File: src/rtl/lcd_console_pkg.sv
// Shared constants, control codes and FSM states for the LCD character console.
// LCD_CONSOLE_CLEAR_EN adds the screen/row clear states.
package lcd_console_pkg;

    localparam int COLUMNS       = 60;
    localparam int ROWS          = 17;
    localparam int WORDS_PER_ROW = COLUMNS / 4;
    localparam int TOTAL_WORDS   = COLUMNS * ROWS / 4;

    localparam logic [7:0] CHAR_BS   = 8'h08;
    localparam logic [7:0] CHAR_LF   = 8'h0A;
    localparam logic [7:0] CHAR_FF   = 8'h0C;
    localparam logic [7:0] CHAR_CR   = 8'h0D;
    localparam logic [7:0] PRINT_MIN = 8'h20;
    localparam logic [7:0] PRINT_MAX = 8'h7E;
    localparam logic [7:0] FONT_BASE = 8'h20;

    typedef enum logic [2:0] {
        IDLE,
        WRITE,
        GAP
`ifdef LCD_CONSOLE_CLEAR_EN
        ,
        CLEAR,
        CLEAR_GAP
`endif
    } state_e;

    // First screen-memory word of a character row.
    function automatic logic [7:0] row_first_word(input logic [4:0] r);
        return 8'(int'(r) * WORDS_PER_ROW);
    endfunction

endpackage

File: src/rtl/lcd_console_bus_master.sv
// Single-outstanding write master: latches a request on start and holds it
// on the bus until the slave returns ready.
module lcd_console_bus_master (
    input  logic        clk,
    input  logic        rst,
    input  logic        start,
    input  logic [9:0]  addr,
    input  logic [31:0] data,
    input  logic [3:0]  wstrb,
    input  logic        bus_ready,
    output logic        bus_select,
    output logic [9:0]  bus_addr,
    output logic [31:0] bus_data,
    output logic [3:0]  bus_wstrb,
    output logic        done
);

    logic        sel_q, sel_d;
    logic [9:0]  addr_q, addr_d;
    logic [31:0] data_q, data_d;
    logic [3:0]  wstrb_q, wstrb_d;

    assign done = sel_q & bus_ready;

    always_comb begin
        sel_d   = sel_q;
        addr_d  = addr_q;
        data_d  = data_q;
        wstrb_d = wstrb_q;
        if (start) begin
            sel_d   = 1'b1;
            addr_d  = addr;
            data_d  = data;
            wstrb_d = wstrb;
        end else if (done) begin
            sel_d = 1'b0;
        end
    end

    always_ff @(posedge clk) begin
        if (rst) begin
            sel_q   <= 1'b0;
            addr_q  <= '0;
            data_q  <= '0;
            wstrb_q <= '0;
        end else begin
            sel_q   <= sel_d;
            addr_q  <= addr_d;
            data_q  <= data_d;
            wstrb_q <= wstrb_d;
        end
    end

    assign bus_select = sel_q;
    assign bus_addr   = addr_q;
    assign bus_data   = data_q;
    assign bus_wstrb  = wstrb_q;

endmodule

File: src/rtl/lcd_console.sv
// Byte-stream console: cursor tracking and control-code handling in front of the
// screen-memory write port. LCD_CONSOLE_CLEAR_EN enables form-feed/row clearing.
module lcd_console
    import lcd_console_pkg::*;
(
    input  logic        clk,
    input  logic        rst,
    input  logic        in_valid,
    input  logic [7:0]  in_data,
    output logic        in_ready,
    output logic        bus_select,
    output logic [3:0]  bus_wstrb,
    output logic [9:0]  bus_addr,
    output logic [31:0] bus_data,
    input  logic        bus_ready,
    output logic [5:0]  cursor_col,
    output logic [4:0]  cursor_row,
    output logic        busy
);

    state_e      state_q, state_d;
    logic [5:0]  col_q, col_d, pcol_q, pcol_d;
    logic [4:0]  row_q, row_d, prow_q, prow_d;
    logic        start, done, printable;
    logic [9:0]  m_addr, offset, bs_offset;
    logic [31:0] m_data;
    logic [3:0]  m_wstrb;
    logic [7:0]  glyph;
    logic [4:0]  row_adv;
`ifdef LCD_CONSOLE_CLEAR_EN
    logic [7:0]  clr_idx_q, clr_idx_d, clr_last_q, clr_last_d;
    logic        pclr_q, pclr_d, ff_q, ff_d;
`endif

    assign offset    = 10'(row_q) * 10'(COLUMNS) + 10'(col_q);
    assign bs_offset = offset - 10'd1;
    assign glyph     = {1'b0, 7'(in_data - FONT_BASE)};
    assign printable = (in_data >= PRINT_MIN) && (in_data <= PRINT_MAX);
    assign row_adv   = (row_q == 5'(ROWS - 1)) ? 5'd0 : row_q + 5'd1;

    always_comb begin
        state_d = state_q;
        col_d   = col_q;
        row_d   = row_q;
        pcol_d  = pcol_q;
        prow_d  = prow_q;
        start   = 1'b0;
        m_addr  = offset;
        m_data  = {4{glyph}};
        m_wstrb = 4'b0001 << offset[1:0];
`ifdef LCD_CONSOLE_CLEAR_EN
        clr_idx_d  = clr_idx_q;
        clr_last_d = clr_last_q;
        pclr_d     = pclr_q;
        ff_d       = ff_q;
`endif
        case (state_q)
            IDLE: if (in_valid) begin
                if (printable) begin
                    start   = 1'b1;
                    state_d = WRITE;
                    if (col_q == 6'(COLUMNS - 1)) begin
                        pcol_d = 6'd0;
                        prow_d = row_adv;
`ifdef LCD_CONSOLE_CLEAR_EN
                        pclr_d = 1'b1;
`endif
                    end else begin
                        pcol_d = col_q + 6'd1;
                        prow_d = row_q;
                    end
                end else if (in_data == CHAR_LF) begin
                    col_d = 6'd0;
                    row_d = row_adv;
`ifdef LCD_CONSOLE_CLEAR_EN
                    start      = 1'b1;
                    state_d    = CLEAR;
                    clr_idx_d  = row_first_word(row_adv);
                    clr_last_d = clr_idx_d + 8'(WORDS_PER_ROW - 1);
                    m_addr     = {clr_idx_d, 2'b00};
                    m_data     = '0;
                    m_wstrb    = 4'hF;
`endif
                end else if (in_data == CHAR_CR) begin
                    col_d = 6'd0;
                end else if (in_data == CHAR_BS) begin
                    if (col_q != 6'd0) begin
                        start   = 1'b1;
                        state_d = WRITE;
                        pcol_d  = col_q - 6'd1;
                        prow_d  = row_q;
                        m_addr  = bs_offset;
                        m_data  = '0;
                        m_wstrb = 4'b0001 << bs_offset[1:0];
                    end
                end else if (in_data == CHAR_FF) begin
`ifdef LCD_CONSOLE_CLEAR_EN
                    start      = 1'b1;
                    state_d    = CLEAR;
                    ff_d       = 1'b1;
                    clr_idx_d  = 8'd0;
                    clr_last_d = 8'(TOTAL_WORDS - 1);
                    m_addr     = '0;
                    m_data     = '0;
                    m_wstrb    = 4'hF;
`else
                    col_d = 6'd0;
                    row_d = 5'd0;
`endif
                end
            end
            WRITE: if (done) begin
                col_d   = pcol_q;
                row_d   = prow_q;
                state_d = GAP;
            end
            GAP: begin
`ifdef LCD_CONSOLE_CLEAR_EN
                // row_q already holds the row the wrapped write landed on
                if (pclr_q) begin
                    pclr_d     = 1'b0;
                    start      = 1'b1;
                    state_d    = CLEAR;
                    clr_idx_d  = row_first_word(row_q);
                    clr_last_d = clr_idx_d + 8'(WORDS_PER_ROW - 1);
                    m_addr     = {clr_idx_d, 2'b00};
                    m_data     = '0;
                    m_wstrb    = 4'hF;
                end else begin
                    state_d = IDLE;
                end
`else
                state_d = IDLE;
`endif
            end
`ifdef LCD_CONSOLE_CLEAR_EN
            CLEAR: if (done) state_d = CLEAR_GAP;
            CLEAR_GAP: begin
                if (clr_idx_q == clr_last_q) begin
                    state_d = IDLE;
                    if (ff_q) begin
                        col_d = 6'd0;
                        row_d = 5'd0;
                        ff_d  = 1'b0;
                    end
                end else begin
                    clr_idx_d = clr_idx_q + 8'd1;
                    start     = 1'b1;
                    state_d   = CLEAR;
                    m_addr    = {clr_idx_d, 2'b00};
                    m_data    = '0;
                    m_wstrb   = 4'hF;
                end
            end
`endif
            default: state_d = IDLE;
        endcase
    end

    always_ff @(posedge clk) begin
        if (rst) begin
            state_q <= IDLE;
            col_q   <= '0;
            row_q   <= '0;
            pcol_q  <= '0;
            prow_q  <= '0;
`ifdef LCD_CONSOLE_CLEAR_EN
            clr_idx_q  <= '0;
            clr_last_q <= '0;
            pclr_q     <= 1'b0;
            ff_q       <= 1'b0;
`endif
        end else begin
            state_q <= state_d;
            col_q   <= col_d;
            row_q   <= row_d;
            pcol_q  <= pcol_d;
            prow_q  <= prow_d;
`ifdef LCD_CONSOLE_CLEAR_EN
            clr_idx_q  <= clr_idx_d;
            clr_last_q <= clr_last_d;
            pclr_q     <= pclr_d;
            ff_q       <= ff_d;
`endif
        end
    end

    lcd_console_bus_master u_master (
        .clk        (clk),
        .rst        (rst),
        .start      (start),
        .addr       (m_addr),
        .data       (m_data),
        .wstrb      (m_wstrb),
        .bus_ready  (bus_ready),
        .bus_select (bus_select),
        .bus_addr   (bus_addr),
        .bus_data   (bus_data),
        .bus_wstrb  (bus_wstrb),
        .done       (done)
    );

    assign in_ready   = (state_q == IDLE);
    assign busy       = (state_q != IDLE);
    assign cursor_col = col_q;
    assign cursor_row = row_q;

endmodule

File: config.mk
export PLATFORM = sky130hd
export DESIGN_NAME = lcd_console
export DESIGN_NICKNAME = d
export VERILOG_FILES = /design/src/rtl/lcd_console_pkg.sv /design/src/rtl/lcd_console_bus_master.sv /design/src/rtl/lcd_console.sv
export SDC_FILE = /design/constraint.sdc
export NUM_CORES = 1
export LEC_CHECK = 0
export ABC_CLOCK_PERIOD_IN_PS = 4700
export CORE_UTILIZATION = 30
export DETAILED_ROUTE_END_ITERATION = 10
export PLACE_DENSITY = 0.55
export RECOVER_POWER = 25
export SLEW_MARGIN = 20
export SYNTH_ARGS = -nofsm -noshare
export SYNTH_HDL_FRONTEND = slang
export SYNTH_HIERARCHICAL = 1
export SYNTH_SLANG_ARGS = --single-unit
File: constraint.sdc
create_clock -name clk -period 4.7 [get_ports clk]
set_clock_uncertainty 0.1 [all_clocks]
set_input_delay 0.94 -clock clk [delete_from_list [all_inputs] [get_ports clk]]
set_output_delay 0.94 -clock clk [all_outputs]
set_load 0.02 [all_outputs]
After elaboration in Yosys (flattened, before gate mapping)
Cells that the tools add are included.

word-level totals
  register bits after elaboration = 72
  bits in latches = 0
  RAM bits = 0
  ROM bits = 0
  memories = 0

cells by class
  $add $sub $neg = 6
  multiply operators = 1
  divide/modulo/power cells = 0
  magnitude comparators = 2
  equal/unequal tests = 21
  shift operators = 2
  mux-type cells = 67
  bitwise logic cells = 1
  reduce and logical (&&, ||, !) cells = 12

operators with widths
  kind                                                                count
  2-to-1 mux 31 bit                                                   7
  2-to-1 mux 6 bit                                                    13
  2-to-1 mux 10 bit                                                   7
  2-to-1 mux 5 bit                                                    14
  equality test 8 x 4 -> 1 bit (second input constant)                4
  2-to-1 mux 4 bit                                                    7
  2-to-1 mux 3 bit                                                    7
  AND reduction 6 bit                                                 3
  != test 3 bit (second input constant)                               4
  case mux 6 bit (2 select lines)                                     1
  adder 10 x 6 -> 10 bit                                              1
  != test 2 bit (second input constant)                               5
  case mux 5 bit (2 select lines)                                     1
  subtractor 10 x 1 -> 10 bit (second input constant)                 1
  2-to-1 mux 1 bit                                                    9
  != test 3 x 1 -> 1 bit (second input constant)                      3
  greater-or-equal comparator 8 x 6 -> 1 bit (second input constant)  1
  less-or-equal comparator 8 x 7 -> 1 bit (second input constant)     1
  multiplier 5 x 4 -> 8 bit (second input constant)                   1
  nonzero test 2 bit                                                  4
  << shifter 1 x 2 -> 4 bit (first input constant)                    2
  AND reduction 7 bit                                                 1
  subtractor 7 x 6 -> 7 bit (second input constant)                   1
  adder 6 x 1 -> 6 bit (second input constant)                        1
  13 further kinds                                                    13

Longest topological paths before layout
Gate-level depths: netlist of the first run.

  depth in word-level cells = 11
  mapped depth = 15
  depth with buffers taken out = 15

Modules after synthesis
The synthesis of the first run kept the hierarchy.

modules (own cells, without submodules)
  module                  instances  cells an instance  area an instance (sq um)  sequential area each (sq um)
  lcd_console             1          323                2502.4                    480.5
  lcd_console_bus_master  1          153                1695.4                    940.9

Worst setup path before layout of the first run
Ideal clock, no wire load.

  path kind = reg-to-reg
  start = register row_q[2] (netlist: cursor_row[2])
  end = register u_master.addr_q[9] (netlist: u_master/bus_addr[9])
  library setup time = 0.117 ns
  arrival time = 3.769 ns
  required time = 4.483 ns
  setup slack = 0.714 ns
  stages on the path, launching flop included = 15
  buffers on the path = 0
  clock period less this slack = 3.986 ns
  cells stage by stage = dfxtp_1 -> fa_1 -> inv_1 -> fa_1 -> fa_1 -> inv_1 -> ha_1 -> nand2_1 -> o21ai_0 -> nand2_1 -> nor4b_1 -> xnor3_1 -> xnor2_1 -> mux2i_1 -> nor2_1

between the ends
  longest elaborated chain between the ends = 10

RTL lines
  item                           RTL line                      RTL
  start: declaration             lcd_console.sv:23             logic [4:0] row_q, row_d, prow_q, prow_d;
  start signal: assignment       lcd_console.sv:176            row_q <= row_d;
  multiplier 5 x 4 -> 8 bit (*)  lcd_console.sv:35             assign offset = 10'(row_q) * 10'(COLUMNS) + 10'(col_q);
  adder 10 x 6 -> 10 bit (*)     lcd_console.sv:35
  subtractor 10 x 1 -> 10 bit    lcd_console.sv:36             assign bs_offset = offset - 10'd1;
  2-to-1 mux 10 bit              lcd_console.sv:87             if (col_q != 6'd0) begin
  2-to-1 mux 10 bit              lcd_console.sv:86             end else if (in_data == CHAR_BS) begin
  2-to-1 mux 10 bit              lcd_console.sv:84             end else if (in_data == CHAR_CR) begin
  2-to-1 mux 10 bit              lcd_console.sv:72             end else if (in_data == CHAR_LF) begin
  2-to-1 mux 10 bit              lcd_console.sv:59             if (printable) begin
  2-to-1 mux 10 bit              lcd_console.sv:58             IDLE: if (in_valid) begin
  2-to-1 mux 10 bit (*)          lcd_console.sv:57             case (state_q)
  net m_addr[9]                  lcd_console.sv:25             logic [9:0] m_addr, offset, bs_offset;
  end signal: assignment         lcd_console_bus_master.sv:48  addr_q <= addr_d;
  end: declaration               lcd_console_bus_master.sv:19  logic [9:0] addr_q, addr_d;

Mark *: on every way through the listed nets, which the timed path passes. The rest lies on a longest branch.
A chain may end at the register's enable or synchronous reset.

Final worst setup path of the first run
  start = register row_q[1] (netlist: cursor_row[1])
  end = register u_master.addr_q[9] (netlist: u_master/bus_addr[9])

The elaborated chain is that of the path after synthesis.

==> flow_metrics.py, run 1 <==
metrics = {
    "min_path": {
        "hp-class": "flip-flop to flip-flop",
    },
    "logic_synthesis": {
        "synth_area_leaders": "dfxtp_1 34%, mux2i_1 11%, ha_1 7.2%, nor2_1 6.8%, fa_1 3.8%",
        "netlist_area_um2": 4200,
        "ys_types": 60,
        "yosysWarnings": 6,
        "netlist_instances": 476,
        "yosys.area.top_type": "dfxtp_1",
        "yosysSeqAreaShare": 0.339,
        "syn_avg_cell_area_um2": 8.82,
        "synth-main-ff-cell": "dfxtp_1",
        "synth_top_area_share": 0.339,
        "ys_async_sr_fraction": 0,
        "synth-edff-count": 0,
        "ys_seq_elements": 71,
    },
    "grt": {
        "antenna_found_initial": 0,
        "first_global_vias": 3282,
        "grt_start_max_net_pins": 72,
        "overflow": 0,
        "grtUsageTotal": 0.155,
        "grt_pass1_wl_mm": 17.3,
    },
    "worst_setup_path": {
        "slowest_stage": "fa_1",
        "critPathMaxStageDelay_ns": 0.55,
        "crit_top_cell": "fa_1",
        "worst-setup-path-type": "flip-flop to flip-flop",
        "cp_top_family": "adder cells",
        "crit_fanout": 6,
        "crit_chain": "fa_1 > inv_1 > fa_1 > fa_1 > inv_1 > ha_1 > nand2_1 > o21ai_0 > nand2_1 > nor4b_1 > xnor3_1 > xnor2_1 > mux2i_1 > nor2_1",
        "critPathCaptureType": "flip-flop",
        "cp_num_buf_inv": 2,
        "cp-start-kind": "flip-flop",
        "crit_arrival_ns": 4.18,
        "required_ns": 4.80,
    },
    "die": {
        "ios": 72,
        "die-area_um2": 14500,
        "die-width_um": 120,
        "core_um2": 13500,
        "initial_core_util": 0.312,
        "die_h_um": 120,
        "rows": 42,
    },
    "detailed_routing": {
        "wl_per_cell_um": 14.9,
        "vias_per_cell": 4.92,
        "vias": 3536,
        "drcViolationCount": 0,
        "dr.pass1.iters": 4,
        "drtIter0Drc": 243,
        "ant_nets": 0,
        "drt_wl_total_mm": 10.7,
    },
    "placed_design": {
        "dp_hpwl_mm": 7.76,
        "place.gp.congestion": 0.787,
        "portBuffers": 71,
    },
    "sta": {
        "min_period_ns": 4.08,
        "hold_viol": 0,
        "slew_viol_final": 0,
        "setup_viol": 0,
        "worst_slew_margin_rel": 0.484,
        "finalCritPeriodShare": 0.867,
        "worst_pin_slew_ns": 0.766,
        "rsz0062_at_grt": "no",
        "timing.fmax_ghz": 0.245,
        "tns_ns": 0,
        "whs_ns": 0.370,
    },
    "finish": {
        "syn2layout_area_growth_pct": 26.0,
        "layout_commonest_cell": "nor2_1",
        "layout_common_cells": "76 x nor2_1, 71 x dfxtp_1, 48 x mux2i_1, 39 x clkdlybuf4s50_1, 31 x dlygate4sd3_1",
        "nets": 582,
        "drive_above_1_share": 0.0589,
        "antenna_cells": 0,
    },
    "power_and_ir_drop": {
        "power_leakage_uw": 0.00205,
        "p_per_area_nw_per_um2": 288,
        "ir_worst_vdd_v": 0.000225,
    },
    "cts": {
        "cts_tree": "done",
        "cts.clk_slew.worst_paths_ns": 0.06,
        "cts_sinks": 71,
        "cts_buffer_depth": 2,
        "clk_latency_ns": 0.34,
        "htreeDepth": 3,
        "cts.repair.resized": 0,
        "postCtsSetupBuffers": 0,
        "cts_root_buf": "clkbuf_16",
        "hold_buffers": 0,
        "cts_buffers": 9,
    },
    "outcome": {
        "status": "completed",
    },
    "run": {
        "maxCapViolations": 0,
    },
}
-- registers in the layout, indices dropped and copies added (netlist names) --
signal and count:
prow_q 5, cursor_col 6, state_q 2, u_master/bus_data 32, u_master/bus_wstrb 4, pcol_q 6, cursor_row 5, u_master/bus_select 1
u_master/bus_addr 10
-- power by group --
group,internal [µW],switching [µW]
Sequential,626,16.3
Clock,360,275
Combinational,104,140
Total,1090,432
-- layout make-up --
class | count | area [µm²]
timing repair buffer | 78 | 783
clock inverter | 6 | 45.0
inverter | 31 | 116
fill | 1421 | 8170
clock buffer | 10 | 229
multi-input combinational | 347 | 2470
tap | 176 | 220
sequential | 71 | 1420
-- metal layers --
layer	wire length [µm]	global-route usage	share of wire
met1	4800	0.196	0.45
met2	5020	0.238	0.47
met3	729	0.0613	0.068
met4	171	0.0579	0.016
met5	0	0	0
-- cell usage after synthesis (4+ instances only) --
master    number
a211oi_1      12
a21oi_1       28
and3_1         4
buf_2          7
clkbuf_1      13
dfxtp_1       71
fa_1           8
ha_1          24
inv_1         30
mux2i_1       48
nand2_1       25
nand2b_1       9
nand3_1       12
nand4b_1       7
nor2_1        76
nor2b_1        5
nor3_1         5
o21ai_0       13
xnor2_1       12
xor2_1         8
-- worst min-delay path, cell delays in order (launching register included) --
cell and delay, ns:
dfxtp_1 0.31, nand2b_1 0.06, a21oi_1 0.05
-- cell families after synthesis --
kind of cell | share of synthesized area
compound gates | 0.114
xor+xnor | 0.0471
fa+ha+maj | 0.110
buf+inv | 0.0769
flops | 0.339
mux | 0.117
other cells | 0.000893
simple gates | 0.196
-- stage by stage --
| step | util | power [µW] | instance area, µm² | setup slack, ns | cells |
|---|---|---|---|---|---|
| after floorplan | - | 824 | 4210 | 0.714 | 479 |
| after global placement | 0.373 | 901 | 5010 | 0.587 | 703 |
| after detailed placement | 0.373 | 905 | 5010 | 0.534 | 703 |
| after CTS | 0.393 | 1550 | 5290 | 0.638 | 719 |
| after global routing | 0.393 | 1600 | 5290 | 0.450 | 719 |
| final | 0.393 | 1520 | 5290 | 0.624 | 719 |
-- final timing paths --
check,end,slack (ns),from,depth (start not counted)
setup reg to reg,u_master/bus_addr[9],0.62,cursor_row[1],14
setup / recovery,u_master/bus_addr[9],0.62,cursor_row[1],14
hold reg to reg,pcol_q[0],0.37,pcol_q[0],2
hold / removal,pcol_q[0],0.37,pcol_q[0],2
No activity file was read; power rests on OpenSTA's default activity.
==> run 2, diff against run 1 <==
- SLEW_MARGIN: 20 -> 5
==> results of run 2 <==
Same layout as run 1: the final DEF is identical, and so are final timing and power.
==> run 3, diff against run 2 <==
- ABC_CLOCK_PERIOD_IN_PS: 4700 -> not set
- CORE_ASPECT_RATIO: not set -> 1.1
- clock period: 4.7 -> 4 ns (I/O delays scaled with it)
==> run 3 against run 2 <==
Net effect: total power up 23%; clock-buffer cell count up 1; utilization up 1.3 points; critical path depth unchanged; combinational power up 23%; global-route usage down 0.15 points; register-to-register slack worse by 0.33 ns; first-iteration DRC count down 26%; via count down 0.76%; worst hold slack worse by 0.0017 ns; critical path type unchanged; largest power group is now clock.
==> flow_metrics.py, run 3 (synthesized netlist as in run 1, its figures left out) <==
metrics = {
    "outcome": {
        "status": "completed",
    },
    "run": {
        "maxCapViolations": 0,
    },
    "power_and_ir_drop": {
        "p_clk_frac": 0.437,
        "internal-power_uw": 1380,
        "power_leakage_uw": 0.00214,
        "switching_share": 0.261,
        "ir_worst_vdd_v": 0.000175,
        "pwr-share-seq": 0.403,
        "combPwrFrac": 0.160,
        "p_per_area_nw_per_um2": 342,
        "p_sw_uw": 488,
    },
    "finish": {
        "antenna_cells": 0,
        "largest_register_ffs": 32,
        "layout_commonest_cell": "nor2_1",
        "nets": 594,
        "syn2layout_area_growth_pct": 30.0,
        "fin_util": 0.406,
        "drive_above_1_share": 0.0919,
        "layout_common_cells": "76 x nor2_1, 71 x dfxtp_1, 48 x mux2i_1, 39 x clkdlybuf4s50_1, 31 x dlygate4sd3_1",
    },
    "grt": {
        "first_global_vias": 3441,
        "grt_pass1_wl_mm": 17.4,
        "overflow": 0,
        "grtUsageTotal": 0.154,
        "grt_start_max_net_pins": 52,
        "antenna_found_initial": 0,
    },
    "worst_setup_path": {
        "crit_start": "cursor_row[0]",
        "crit_fanout": 4,
        "worst-setup-path-type": "flip-flop to flip-flop",
        "critPathMaxStageDelay_ns": 0.57,
        "critPathCaptureType": "flip-flop",
        "crit_top_cell": "fa_1",
        "slowest_stage": "fa_1",
        "crit_chain": "fa_1 > inv_1 > fa_1 > fa_1 > inv_1 > ha_4 > nand2_1 > o21ai_2 > nand2_1 > nor4b_2 > xnor3_1 > xnor2_1 > mux2i_1 > nor2_1",
        "r2r_start": "cursor_row[0]",
        "r2r_cells": 14,
        "crit_arrival_ns": 3.78,
        "cp-start-kind": "flip-flop",
        "required_ns": 4.08,
    },
    "die": {
        "initial_core_util": 0.313,
        "core_um2": 13400,
        "die-area_um2": 14500,
        "ios": 72,
        "die_h_um": 126,
        "rows": 44,
        "die-width_um": 115,
    },
    "cts": {
        "htreeDepth": 3,
        "cts.clk_slew.worst_paths_ns": 0.06,
        "cts_sinks": 71,
        "clk_latency_ns": 0.33,
        "postCtsSetupBuffers": 0,
        "cts_tree": "done",
        "cts_root_buf": "clkbuf_16",
        "cts_buffer_depth": 2,
        "cts_buffers": 9,
    },
    "sta": {
        "timing.fmax_ghz": 0.270,
        "whs_ns": 0.368,
        "min_period_ns": 3.70,
        "hold_viol": 0,
        "rsz0062_at_grt": "no",
        "worst_pin_slew_ns": 0.946,
        "tns_ns": 0,
        "setup_viol": 0,
        "worst_slew_margin_rel": 0.370,
        "slew_viol_final": 0,
        "worst_slack_ns": 0.298,
        "finalCritPeriodShare": 0.926,
    },
    "detailed_routing": {
        "ant_nets": 0,
        "drt_wl_total_mm": 10.7,
        "wl_per_cell_um": 14.5,
        "vias_per_cell": 4.75,
        "drcViolationCount": 0,
        "dr.pass1.iters": 4,
        "drtIter0Drc": 179,
        "vias": 3509,
    },
    "min_path": {
        "hold_start": "pcol_q[0]",
        "min_path_cells": 2,
        "hp-class": "flip-flop to flip-flop",
    },
    "placed_design": {
        "post-place-ws_ns": -0.0421,
        "place.gp.congestion": 0.811,
        "portBuffers": 71,
        "dp_hpwl_mm": 7.84,
    },
}
==> run 3: area by class of cell <==
class                   instances  area (µm²)
flip-flops and latches         71        1420
fillers                      1359        7980
multi-input cells             347        2510
inverters                      31         116
clock buffers                  11         253
well taps                     184         230
repair buffers                 90         873
clock inverters                 5        56.3
==> run 3: critical path: cells and delay by family (launching register included) <==
family | cells | cell delay, ns
xor gates and xnor gates | 2 | 0.40
adders and majority gates | 4 | 1.83
muxes | 1 | 0.14
DFF | 1 | 0.32
AOI/OAI and AO/OA | 1 | 0.14
and+or+nand+nor | 4 | 0.48
buffers and inverters | 2 | 0.12
==> run 3: routing by layer <==
metal / GRT usage / routed length (µm) / share of wire
met5: 0 / 0 / 0
met1: 0.187 / 4630 / 0.43
met3: 0.0549 / 757 / 0.071
met2: 0.249 / 5190 / 0.49
met4: 0.0565 / 118 / 0.011
==> run 3: what timing repair did <==
item / 4_1_cts / 5_1_grt
setup endpoints to repair: 1 / 2
resized for setup: 1 / 8
hold buffers: 0 / 0
pin swaps: 0 / 3
==> run 3: power by group through the flow <==
stage          Combinational (µW)  Sequential [µW]  Clock (µW)
6_report                      299              753         817
5_1_grt                       330              757         874
4_1_cts                       303              754         844
3_5_place_dp                  301              769           0
3_3_place_gp                  298              768           0
2_1_floorplan                 177              792           0
==> run 3: path summary, 6_finish.rpt <==
path              slack, ns              endpoint
setup / recovery       0.30  u_master/bus_addr[9]
setup reg to reg       0.30  u_master/bus_addr[9]
hold / removal         0.37             pcol_q[0]
hold reg to reg        0.37             pcol_q[0]
==> run 3: stage by stage <==
step	cells	total power, µW	instance area [µm²]
2_1_floorplan	479	969	4210
3_3_place_gp	723	1070	5110
3_5_place_dp	723	1070	5110
4_1_cts	739	1900	5430
5_1_grt	739	1960	5460
6_report	739	1870	5460
